## config.mk

```make
export PLATFORM = sky130hd
export DESIGN_NAME = pb_debouncer_multi
export DESIGN_NICKNAME = d
export VERILOG_FILES = /design/src/rtl/pb_debouncer_pkg.sv /design/src/rtl/pb_debounce_channel.sv /design/src/rtl/pb_debouncer_multi.sv
export SDC_FILE = /design/constraint.sdc
export NUM_CORES = 1
export LEC_CHECK = 0
export BUFFER_PORTS_ARGS = -buffer_cell sky130_fd_sc_hd__buf_4
export CORE_UTILIZATION = 59
export CTS_BUF_LIST = sky130_fd_sc_hd__clkbuf_16
export DETAILED_ROUTE_END_ITERATION = 10
export GPL_TIMING_DRIVEN = 0
export PLACE_DENSITY_LB_ADDON = 0.08
export REMOVE_ABC_BUFFERS = 1
export SETUP_SLACK_MARGIN = 0.4
export SYNTH_ARGS = -nofsm -noshare
export SYNTH_HDL_FRONTEND = slang
export SYNTH_HIERARCHICAL = 1
export SYNTH_SLANG_ARGS = --single-unit
```

## constraint.sdc

```tcl
create_clock -name clk -period 1.85 [get_ports clk]
set_clock_uncertainty 0.15 [all_clocks]
set_input_delay 0.2775 -clock clk [delete_from_list [all_inputs] [get_ports clk]]
set_output_delay 0.2775 -clock clk [all_outputs]
set_load 0.02 [all_outputs]
```

## src/rtl/pb_debouncer_pkg.sv

```systemverilog
// Shared types and helpers for the multi-channel pushbutton debouncer.
// - pb_state_e : per-channel debounce FSM state (2 bits)
// - cnt_width  : counter width for a given count range, never below 1 bit
package pb_debouncer_pkg;

    typedef enum logic [1:0] {
        IDLE        = 2'd0,
        PRESS_CNT   = 2'd1,
        PRESSED     = 2'd2,
        RELEASE_CNT = 2'd3
    } pb_state_e;

    // $clog2 of the argument, clamped to a minimum of one bit.
    function automatic int cnt_width(input int range_val);
        int w;
        w = $clog2(range_val);
        return (w < 1) ? 1 : w;
    endfunction

endpackage

```

## src/rtl/pb_debounce_channel.sv

```systemverilog
// One debounce channel: 2-flop synchronizer, debounce FSM, delay timer,
// hold counter and registered outputs.
// Ports:
//   clk, rst           clock, synchronous active-high reset
//   pb_i               raw asynchronous button input
//   status_o           debounced level, 1 while pressed
//   pressed_pulse_o    one-cycle pulse on accepted press
//   released_pulse_o   one-cycle pulse on accepted release
//   long_pulse_o       one-cycle pulse once the press has been held LONG cycles
//   state_o            current FSM state (debug)
module pb_debounce_channel
    import pb_debouncer_pkg::*;
#(
    parameter int DELAY      = 15,
    parameter int LONG       = 1000,
    parameter bit ACTIVE_LOW = 1'b0
) (
    input  logic      clk,
    input  logic      rst,
    input  logic      pb_i,
    output logic      status_o,
    output logic      pressed_pulse_o,
    output logic      released_pulse_o,
    output logic      long_pulse_o,
    output pb_state_e state_o
);

    localparam int TW = cnt_width(DELAY);
    localparam int HW = cnt_width(LONG + 1);
    localparam logic [TW-1:0] TIMER_LAST = TW'(DELAY - 1);
    localparam logic [HW-1:0] HOLD_LAST  = HW'(LONG - 1);
    localparam logic [HW-1:0] HOLD_MAX   = HW'(LONG);

    logic          sync1_q;
    logic          sync2_q;
    logic          s;
    pb_state_e     state_q;
    pb_state_e     state_d;
    logic [TW-1:0] timer_q;
    logic [HW-1:0] hold_q;
    logic          status_q;
    logic          pressed_q;
    logic          released_q;
    logic          long_q;

    // Normalised level: 1 means "button pushed" regardless of polarity.
    // Sync flops reset to the idle level, so s is 0 straight after reset.
    assign s = sync2_q ^ ACTIVE_LOW;

    always_comb begin
        state_d = state_q;
        case (state_q)
            IDLE: begin
                if (s) state_d = PRESS_CNT;
            end
            PRESS_CNT: begin
                if (!s)                         state_d = IDLE;
                else if (timer_q == TIMER_LAST) state_d = PRESSED;
            end
            PRESSED: begin
                if (!s) state_d = RELEASE_CNT;
            end
            RELEASE_CNT: begin
                if (s)                          state_d = PRESSED;
                else if (timer_q == TIMER_LAST) state_d = IDLE;
            end
            default: state_d = IDLE;
        endcase
    end

    always_ff @(posedge clk) begin
        if (rst) begin
            sync1_q    <= ACTIVE_LOW;
            sync2_q    <= ACTIVE_LOW;
            state_q    <= IDLE;
            timer_q    <= '0;
            hold_q     <= '0;
            status_q   <= 1'b0;
            pressed_q  <= 1'b0;
            released_q <= 1'b0;
            long_q     <= 1'b0;
        end else begin
            sync1_q <= pb_i;
            sync2_q <= sync1_q;
            state_q <= state_d;

            // Timer restarts on any state change, so it measures how long
            // s has stayed at the level being qualified.
            timer_q <= (state_d != state_q) ? '0 : timer_q + 1'b1;

            // Hold counter keeps running through a release glitch so a bounce
            // during a long press does not restart the long-press measurement.
            if (state_q == PRESS_CNT && state_d == PRESSED)
                hold_q <= '0;
            else if ((state_q == PRESSED || state_q == RELEASE_CNT) && hold_q != HOLD_MAX)
                hold_q <= hold_q + 1'b1;

            // Outputs follow the next state so they line up with it.
            status_q   <= (state_d == PRESSED) || (state_d == RELEASE_CNT);
            pressed_q  <= (state_q == PRESS_CNT) && (state_d == PRESSED);
            released_q <= (state_q == RELEASE_CNT) && (state_d == IDLE);
            // Saturation at LONG means LONG-1 is passed only once per press.
            long_q     <= (state_q == PRESSED || state_q == RELEASE_CNT) && (hold_q == HOLD_LAST);
        end
    end

    assign status_o         = status_q;
    assign pressed_pulse_o  = pressed_q;
    assign released_pulse_o = released_q;
    assign long_pulse_o     = long_q;
    assign state_o          = state_q;

endmodule

```

## src/rtl/pb_debouncer_multi.sv

```systemverilog
// Multi-channel pushbutton debouncer: N_CH independent debounce channels.
// Ports:
//   clk, rst             clock, synchronous active-high reset
//   pb_i                 raw asynchronous button inputs
//   status_o             debounced levels, 1 while pressed
//   pressed_pulse_o      one-cycle pulses on accepted press
//   released_pulse_o     one-cycle pulses on accepted release
//   long_pulse_o         one-cycle long-press pulses, at most once per press
//   dbg_state_o          per-channel FSM state, channel i at [2*i +: 2]
module pb_debouncer_multi
    import pb_debouncer_pkg::*;
#(
    parameter int N_CH       = 4,
    parameter int DELAY      = 15,
    parameter int LONG       = 1000,
    parameter bit ACTIVE_LOW = 1'b0
) (
    input  logic              clk,
    input  logic              rst,
    input  logic [N_CH-1:0]   pb_i,
    output logic [N_CH-1:0]   status_o,
    output logic [N_CH-1:0]   pressed_pulse_o,
    output logic [N_CH-1:0]   released_pulse_o,
    output logic [N_CH-1:0]   long_pulse_o,
    output logic [2*N_CH-1:0] dbg_state_o
);

    if (N_CH < 1) begin : g_chk_nch
        $error("pb_debouncer_multi: N_CH must be at least 1");
    end
    if (DELAY < 2) begin : g_chk_delay
        $error("pb_debouncer_multi: DELAY must be at least 2");
    end
    if (LONG <= DELAY) begin : g_chk_long
        $error("pb_debouncer_multi: LONG must be greater than DELAY");
    end

    for (genvar i = 0; i < N_CH; i++) begin : g_ch
        pb_state_e ch_state;

        pb_debounce_channel #(
            .DELAY      (DELAY),
            .LONG       (LONG),
            .ACTIVE_LOW (ACTIVE_LOW)
        ) u_ch (
            .clk              (clk),
            .rst              (rst),
            .pb_i             (pb_i[i]),
            .status_o         (status_o[i]),
            .pressed_pulse_o  (pressed_pulse_o[i]),
            .released_pulse_o (released_pulse_o[i]),
            .long_pulse_o     (long_pulse_o[i]),
            .state_o          (ch_state)
        );

        assign dbg_state_o[2*i +: 2] = ch_state;
    end

endmodule

```

==> flow_summary_export.csv, run 1 <==
group,metric,value,unit
grt,top_usage_layer,"met2",
grt,antenna_found_initial,0,
clock_tree,clock_latency,0.34,ns
grt,met3_usage,4.333,%
sta,rsz0062_at_grt,"true",
finish,final_nets,462,
critical_path,startpoint_type,"register",
synth,synthCells,384,
critical_path,slowest_delay,0.37,ns
critical_path,crit_buf_inv,2,
grt,overflow,0,
synth,synthArstFlopShare,0,%
route,viasPerCell,6.315,
clock_tree,cts.sinks,84,
placement,numPortBuffers,29,
power_and_ir_drop,seq_power_share,48.8,%
floorplan,pin_count,30,
grt,grt_util_met2,43.64,%
worst_hold_path,hp-class,"in -> reg",
clock_tree,ctsRootBufferMaster,"clkbuf_16",
critical_path,path_cells,"inv_2, ha_4, nand4_4, buf_6, nand3_4, a211oi_2",
synth,avgSynthCellArea,9.814,um2
grt,grt_max_degree,45,
synth,syn_area,3769,um2
power_and_ir_drop,peakVddDrop,0.6321,mV
power_and_ir_drop,comb_power_share,5.2,%
clock_tree,clk_pin_slew,0.06,ns
synth,synth_fa_ha_area_share,5.312,%
route,route.final.wire_length,9872,um
placement,hpwlAfterDp,4568,um
power_and_ir_drop,switching_share,23.22,%
clock_tree,clock_path_buffers,2,
grt,grt_pass1_vias,2892,
clock_tree,numCtsBuffers,9,
route,drc_errors,0,
synth,synth_edf_count,0,
synth,yosysUniqueCellTypes,33,
floorplan,die_area,6711,um2
power_and_ir_drop,p_leak,1.919,nW
critical_path,endpoint_kind,"register",
power_and_ir_drop,p_switching,0.8886,mW
placement,placed_area,4005,um2
sta,slew_violations,0,
sta,tns,0,ns
finish,final_util,86.38,%
grt,grt_use_total,24.97,%
placement,routabilityCongestion,0.7958,
floorplan,start_util,62.54,%
synth,ys.flop_type,"dfxtp_1",
floorplan,core,6026,um2
clock_tree,cts_tree,"done",
finish,nFillCells,271,
synth,ys_ff_latch,84,
flow_run,cap_viol_max_count,0,
critical_path,cpLargestDelayFamily,"flip-flops",
sta,max_freq,663.8,MHz
critical_path,cp.required,1.94,ns
floorplan,die_w,81.92,um
route,wire_per_inst,18.98,um
floorplan,fp.dieH,81.92,um
finish,instances_no_fill,520,
sta,fin_crit_sh,81.43,%
outcome,status,"finished, final reports clean",
critical_path,crit_type,"reg -> reg",
critical_path,arrival,1.59,ns
route,drtIter0Drc,202,
synth,yosysSeqAreaShare,44.62,%
critical_path,path_max_fanout,6,
clock_tree,h-tree-depth,3,
sta,hold_violations,0,
synth,synth_warnings,6,
synth,yosys.area_share.xor_xnor,4.648,%
route,detailroute.via_count,3284,
finish,antenna-diode-count,0,
synth,synth_top_family_by_area,"simple AND/OR/NAND/NOR gates",
sta,finalCriticalPeriod,1.506,ns
finish,fin_area,5205,um2
power_and_ir_drop,power_density,735.3,nW/um2
route,first_pass_iters,4,
power_and_ir_drop,clkPwrFrac,46.0,%
synth,synth_compound_area_share,15.54,%
grt,use_met1,28.82,%
critical_path,reg2reg_slack,0.34,ns
grt,grt_pass1_wl,12810,um
sta,setup_viol_count_final,0,
floorplan,rows,28,
sta,max_slew_margin,64.62,%
power_and_ir_drop,intPower,2.939,mW
synth,synth.area.mux_share,3.187,%
finish,drive_above_1_share,45.39,%
placement,placedCellCount,476,
route,ant_nets,0,
sta,tightestPinTransition,0.5307,ns
critical_path,cp_slowest_cell,"dfxtp_4",
finish,synthToLayoutAreaGrowth,38.11,%
synth,yosys.area_share.simple,21.91,%
layout make-up:
type                       count  area [um2]  share of cell area (%)
multi-input combinational    262        2474                   47.52
sequential                    84        1769                   33.99
timing repair buffer          55       467.9                   8.990
clock buffer                   9       225.2                   4.327
inverter                      28       115.1                   2.212
tap                           75       93.84                   1.803
clock inverter                 7       60.06                   1.154
worst paths after layout:
| check | startpoint | to | cells past startpoint |
|---|---|---|---|
| min | pb_i[1] | g_ch[1].u_ch/sync1_q | 2 |
| min reg2reg | g_ch[3].u_ch/sync1_q | g_ch[3].u_ch/s | 1 |
| max reg2reg | g_ch[0].u_ch/timer_q[0] | g_ch[0].u_ch/timer_q[0] | 6 |
| max | g_ch[0].u_ch/timer_q[0] | g_ch[0].u_ch/timer_q[0] | 6 |
cells in the mapped netlist, drive strengths merged (8+ instances only):
cell type / instances / area (um2)
dfxtp: 84 / 1682
inv: 28 / 105.1
a21oi: 24 / 120.1
a211oi: 16 / 120.1
ha: 16 / 200.2
nand2: 16 / 70.06
nand3: 16 / 80.08
nand4: 16 / 185.2
o211ai: 16 / 120.1
o31ai: 16 / 120.1
or4: 16 / 120.1
xor2: 16 / 140.1
mux2i: 12 / 120.1
nor2: 12 / 45.04
buf: 8 / 60.06
nand2b: 8 / 50.05
nor2b: 8 / 50.05
nor4: 8 / 50.05
o21ai: 8 / 40.04
registers in the layout, summed over array words and instances (netlist names):
name and cells:
g_ch.u_ch/released_pulse_o 4, g_ch.u_ch/pressed_pulse_o 4, g_ch.u_ch/hold_q 40, g_ch.u_ch/sync1_q 4, g_ch.u_ch/s 4, g_ch.u_ch/timer_q 16, g_ch.u_ch/long_pulse_o 4, g_ch.u_ch/state_o 8
cell usage in the layout (no fill, tap or decap), types with 7 or more instances in the layout:
master	count
a211oi_1	8
nand4_1	8
nand2b_1	8
dfxtp_2	22
a21oi_1	12
nand3_1	8
nor2b_1	8
o31ai_1	16
clkbuf_16	9
o211ai_1	16
a21oi_2	12
or4_4	8
inv_2	7
dfxtp_1	46
a211oi_2	8
inv_1	19
nand4_4	8
mux2i_1	12
nand3_4	7
nor4_1	7
or4_1	8
nor2_1	12
nand2_1	12
dfxtp_4	16
buf_4	47
ha_4	11
xor2_1	16
power by group through the flow:
stage	logic, mW	clock network, mW	registers, mW
floorplan	0.0745	0	1.91
global placement	0.115	0	1.91
detailed placement	0.120	0	1.91
CTS	0.137	1.75	1.85
global route	0.211	1.83	1.87
finish	0.197	1.76	1.87
worst register-to-register path, delay by kind of cell (launching register included):
family                   cells  cell delay, ns
AO/OA/AOI/OAI                1            0.26
flip-flops                   1            0.37
AND/OR/NAND/NOR              2            0.26
buffers and inverters        2            0.20
adder cells (fa/ha/maj)      1            0.16
logic make-up (layout without fill, tap and decap cells):
family,Yosys count,in the layout
fa+ha+maj,16,16
simple gates,124,126
buf+inv,40,99
xor+xnor,20,20
mux,12,12
compound gates,88,88
flops,84,84
repair_timing:
item                       CTS  global route
pin swaps                   12            28
buffers inserted             9            16
resized for setup           79           100
hold endpoints to repair     1             0
hold buffers                 1             0
gates cloned                 1             1
setup endpoints to repair   65            64
per-layer routing:
layer	part of all wire (%)	up-vias
met5	0	-
met4	1.8	0
met3	4.1	23
met2	53	111
met1	42	1598
li1	-	1552
per-stage QoR:
step                hold WS [ns]  power, mW  setup WS, ns
floorplan                 0.1991      1.980        0.1342
global placement          0.2691      2.022       0.09783
detailed placement        0.2772      2.028       0.05844
CTS                     0.002900      3.737        0.3636
global route            0.005035      3.910        0.3062
finish                  0.004155      3.827        0.3436
(Power assumes the default switching activity.)
==> inputs of run 2 (changes only) <==
--- a/config.mk
+++ b/config.mk
@@ -6,7 +6,7 @@
 export NUM_CORES = 1
 export LEC_CHECK = 0
 export BUFFER_PORTS_ARGS = -buffer_cell sky130_fd_sc_hd__buf_4
-export CORE_UTILIZATION = 59
+export CORE_UTILIZATION = 53
 export CTS_BUF_LIST = sky130_fd_sc_hd__clkbuf_16
 export DETAILED_ROUTE_END_ITERATION = 10
 export GPL_TIMING_DRIVEN = 0
==> constraint.sdc (replaced) <==
create_clock -name clk -period 1.3 [get_ports clk]
set_clock_uncertainty 0.15 [all_clocks]
set_input_delay 0.195 -clock clk [delete_from_list [all_inputs] [get_ports clk]]
set_output_delay 0.195 -clock clk [all_outputs]
set_load 0.02 [all_outputs]
==> run 2 against run 1 <==
Compared with the run above:
- the flow now finishes with violations (negative hold slack, negative setup slack)
- clock power grew 77%
- count of clock-buffer cells in the layout is the same
- cell count grew 11%
- register-to-register slack lost 0.53 ns
- sequential share of layout area shrank 4.0 points
- sequential power grew 41%
- hold slack lost 0.094 ns
- final area grew 18%
- die area grew 11%
- highest routed layer unchanged
==> flow_summary_export.csv, run 2 (same netlist as run 1, synthesis figures left out) <==
group,metric,value,unit
outcome,status,"finished with violations",
outcome,violations,"negative hold slack, negative setup slack",
sta,setup_viol_count_final,66,
power_and_ir_drop,switching_share,22.00,%
clock_tree,cts_tree,"done",
power_and_ir_drop,p_leak,2.260,nW
finish,largest_reg_flops,40,
route,detailroute.via_count,3635,
route,drc_errors,0,
clock_tree,clock_latency,0.35,ns
sta,fin_ws,-0.1834,ns
worst_hold_path,min_to,"g_ch[1].u_ch/sync1_q",
floorplan,pin_count,30,
worst_hold_path,min-delay-start,"pb_i[1]",
route,ant_nets,0,
power_and_ir_drop,comb_power_share,6.5,%
finish,final_common_cell,"buf_6",
power_and_ir_drop,peakVddDrop,0.8760,mV
critical_path,reg2reg_to,"g_ch[2].u_ch/hold_q[6]",
critical_path,startpoint_type,"register",
finish,antenna-diode-count,0,
clock_tree,cts.sinks,84,
critical_path,endpoint_kind,"register",
sta,max_freq,674.1,MHz
sta,rsz0062_at_grt,"true",
clock_tree,clock_path_buffers,2,
power_and_ir_drop,clkPwrFrac,50.8,%
placement,numPortBuffers,29,
placement,hpwlAfterDp,4511,um
power_and_ir_drop,p_switching,1.354,mW
critical_path,reg2reg_slack,-0.18,ns
critical_path,crit_type,"reg -> reg",
clock_tree,clk_pin_slew,0.06,ns
grt,grt_max_degree,45,
clock_tree,cts_hold_buf,2,
critical_path,rr_startpoint,"g_ch[2].u_ch/hold_q[0]",
route,viasPerCell,6.311,
grt,grt_pass1_vias,3395,
finish,synthToLayoutAreaGrowth,63.65,%
critical_path,r2r_cells,5,
worst_hold_path,hp-class,"in -> reg",
power_and_ir_drop,total_power,6.154,mW
finish,layout_common_cells,"42 x buf_6, 41 x buf_4, 34 x dfxtp_4, 34 x dfxtp_2, 18 x a21oi_2",
sta,hold_violations,3,
critical_path,path_max_fanout,5,
clock_tree,h-tree-depth,3,
grt,grt_pass1_wl,16880,um
clock_tree,numCtsBuffers,9,
power_and_ir_drop,seq_power_share,42.7,%
route,wire_per_inst,22.80,um
critical_path,cp.required,1.38,ns
placement,routabilityCongestion,0.7838,
clock_tree,ctsRootBufferMaster,"clkbuf_16",
flow_run,cap_viol_max_count,0,
floorplan,rows,30,
finish,final_nets,498,
sta,fin_crit_sh,114.1,%
route,first_pass_iters,4,
floorplan,core,6832,um2
finish,drive_above_1_share,66.46,%
route,drtIter0Drc,195,
power_and_ir_drop,intPower,4.800,mW
floorplan,fp.dieH,86.33,um
sta,hold_ws,-0.08974,ns
grt,antenna_found_initial,0,
sta,tightestPinTransition,0.5057,ns
sta,slew_violations,0,
finish,final_util,90.27,%
grt,grt_use_total,29.19,%
sta,max_slew_margin,66.28,%
power_and_ir_drop,power_density,997.9,nW/um2
finish,regMostFlops,"g_ch.u_ch/hold_q",
route,route.final.wire_length,13130,um
floorplan,die_area,7452,um2
sta,finalCriticalPeriod,1.483,ns
floorplan,start_util,55.16,%
floorplan,die_w,86.33,um
worst_hold_path,min_delay_path_depth,2,
critical_path,arrival,1.56,ns
grt,overflow,0,
## run 2: cell count changes in the layout (fill, tap and decap cells not counted), sizes merged
cell / delta
buf: +35
clkinv: -1
bufinv: +3
clkinvlp: -2
inv: -1
nand4: +1
## run 2: power by group through the flow
stage                     logic [mW]  registers, mW  clock network [mW]
after CTS                      0.310           2.64                3.09
after detailed placement       0.170           2.72                   0
after global placement         0.165           2.71                   0
final                          0.402           2.63                3.12
after global routing           0.423           2.63                3.23
after floorplan                0.106           2.71                   0
## run 2: layer usage
metal	global-route usage [%]	vias to the layer above	routed length [um]	share of wire, %
met5	0	-	0	0
met4	12.27	0	506	3.9
li1	-	1614	-	-
met2	51.44	155	6687	51
met1	34.25	1823	5228	40
met3	6.381	43	710	5.4
## run 2: worst max-delay path, stage by stage, from the launching register on
cell and delay [ns]:
dfxtp_4 0.41, ha_4 0.17, nand3_4 0.10, buf_4 0.14, o31ai_1 0.30, a21oi_2 0.11
## run 2: area by class of cell
| cell class | instances | area [um2] |
|---|---|---|
| multi-input combinational | 263 | 2818 |
| sequential | 84 | 1852 |
| timing repair buffer | 90 | 910.9 |
| fill | 254 | 664.4 |
| clock buffer | 9 | 225.2 |
| clock inverter | 6 | 128.9 |
| tap | 96 | 120.1 |
| inverter | 28 | 112.6 |
## run 2: through the flow
step / cells / setup WS, ns / cell area [um2] / setup TNS, ns
2_1_floorplan: 372 / -0.4158 / 3694 / -18.39
3_5_place_dp: 497 / -0.4887 / 4031 / -21.35
3_3_place_gp: 497 / -0.4634 / 4031 / -20.25
4_1_cts: 560 / -0.1176 / 5697 / -1.935
5_1_grt: 576 / -0.2206 / 6167 / -7.797
6_report: 576 / -0.1834 / 6167 / -5.623
## run 2: worst max path at each step
stage,startpoint,end,slack (ns),cells past startpoint
2_1_floorplan,g_ch[0].u_ch/state_o[1],g_ch[0].u_ch/hold_q[7],-0.42,3
3_3_place_gp,g_ch[3].u_ch/timer_q[0],g_ch[3].u_ch/hold_q[4],-0.46,5
3_5_place_dp,g_ch[3].u_ch/timer_q[0],g_ch[3].u_ch/hold_q[5],-0.49,5
4_1_cts,g_ch[3].u_ch/hold_q[0],g_ch[3].u_ch/hold_q[9],-0.12,4
5_1_grt,g_ch[3].u_ch/timer_q[0],g_ch[3].u_ch/hold_q[0],-0.22,6
6_report,g_ch[2].u_ch/hold_q[0],g_ch[2].u_ch/hold_q[6],-0.18,5
## run 2: what timing repair did
item | CTS | global route
buffers inserted | 43 | 17
pin swaps | 69 | 22
endpoints found under the setup margin | 100 | 102
gates cloned | 3 | 0
gates resized for setup | 247 | 79
endpoints found under the hold margin | 4 | 3
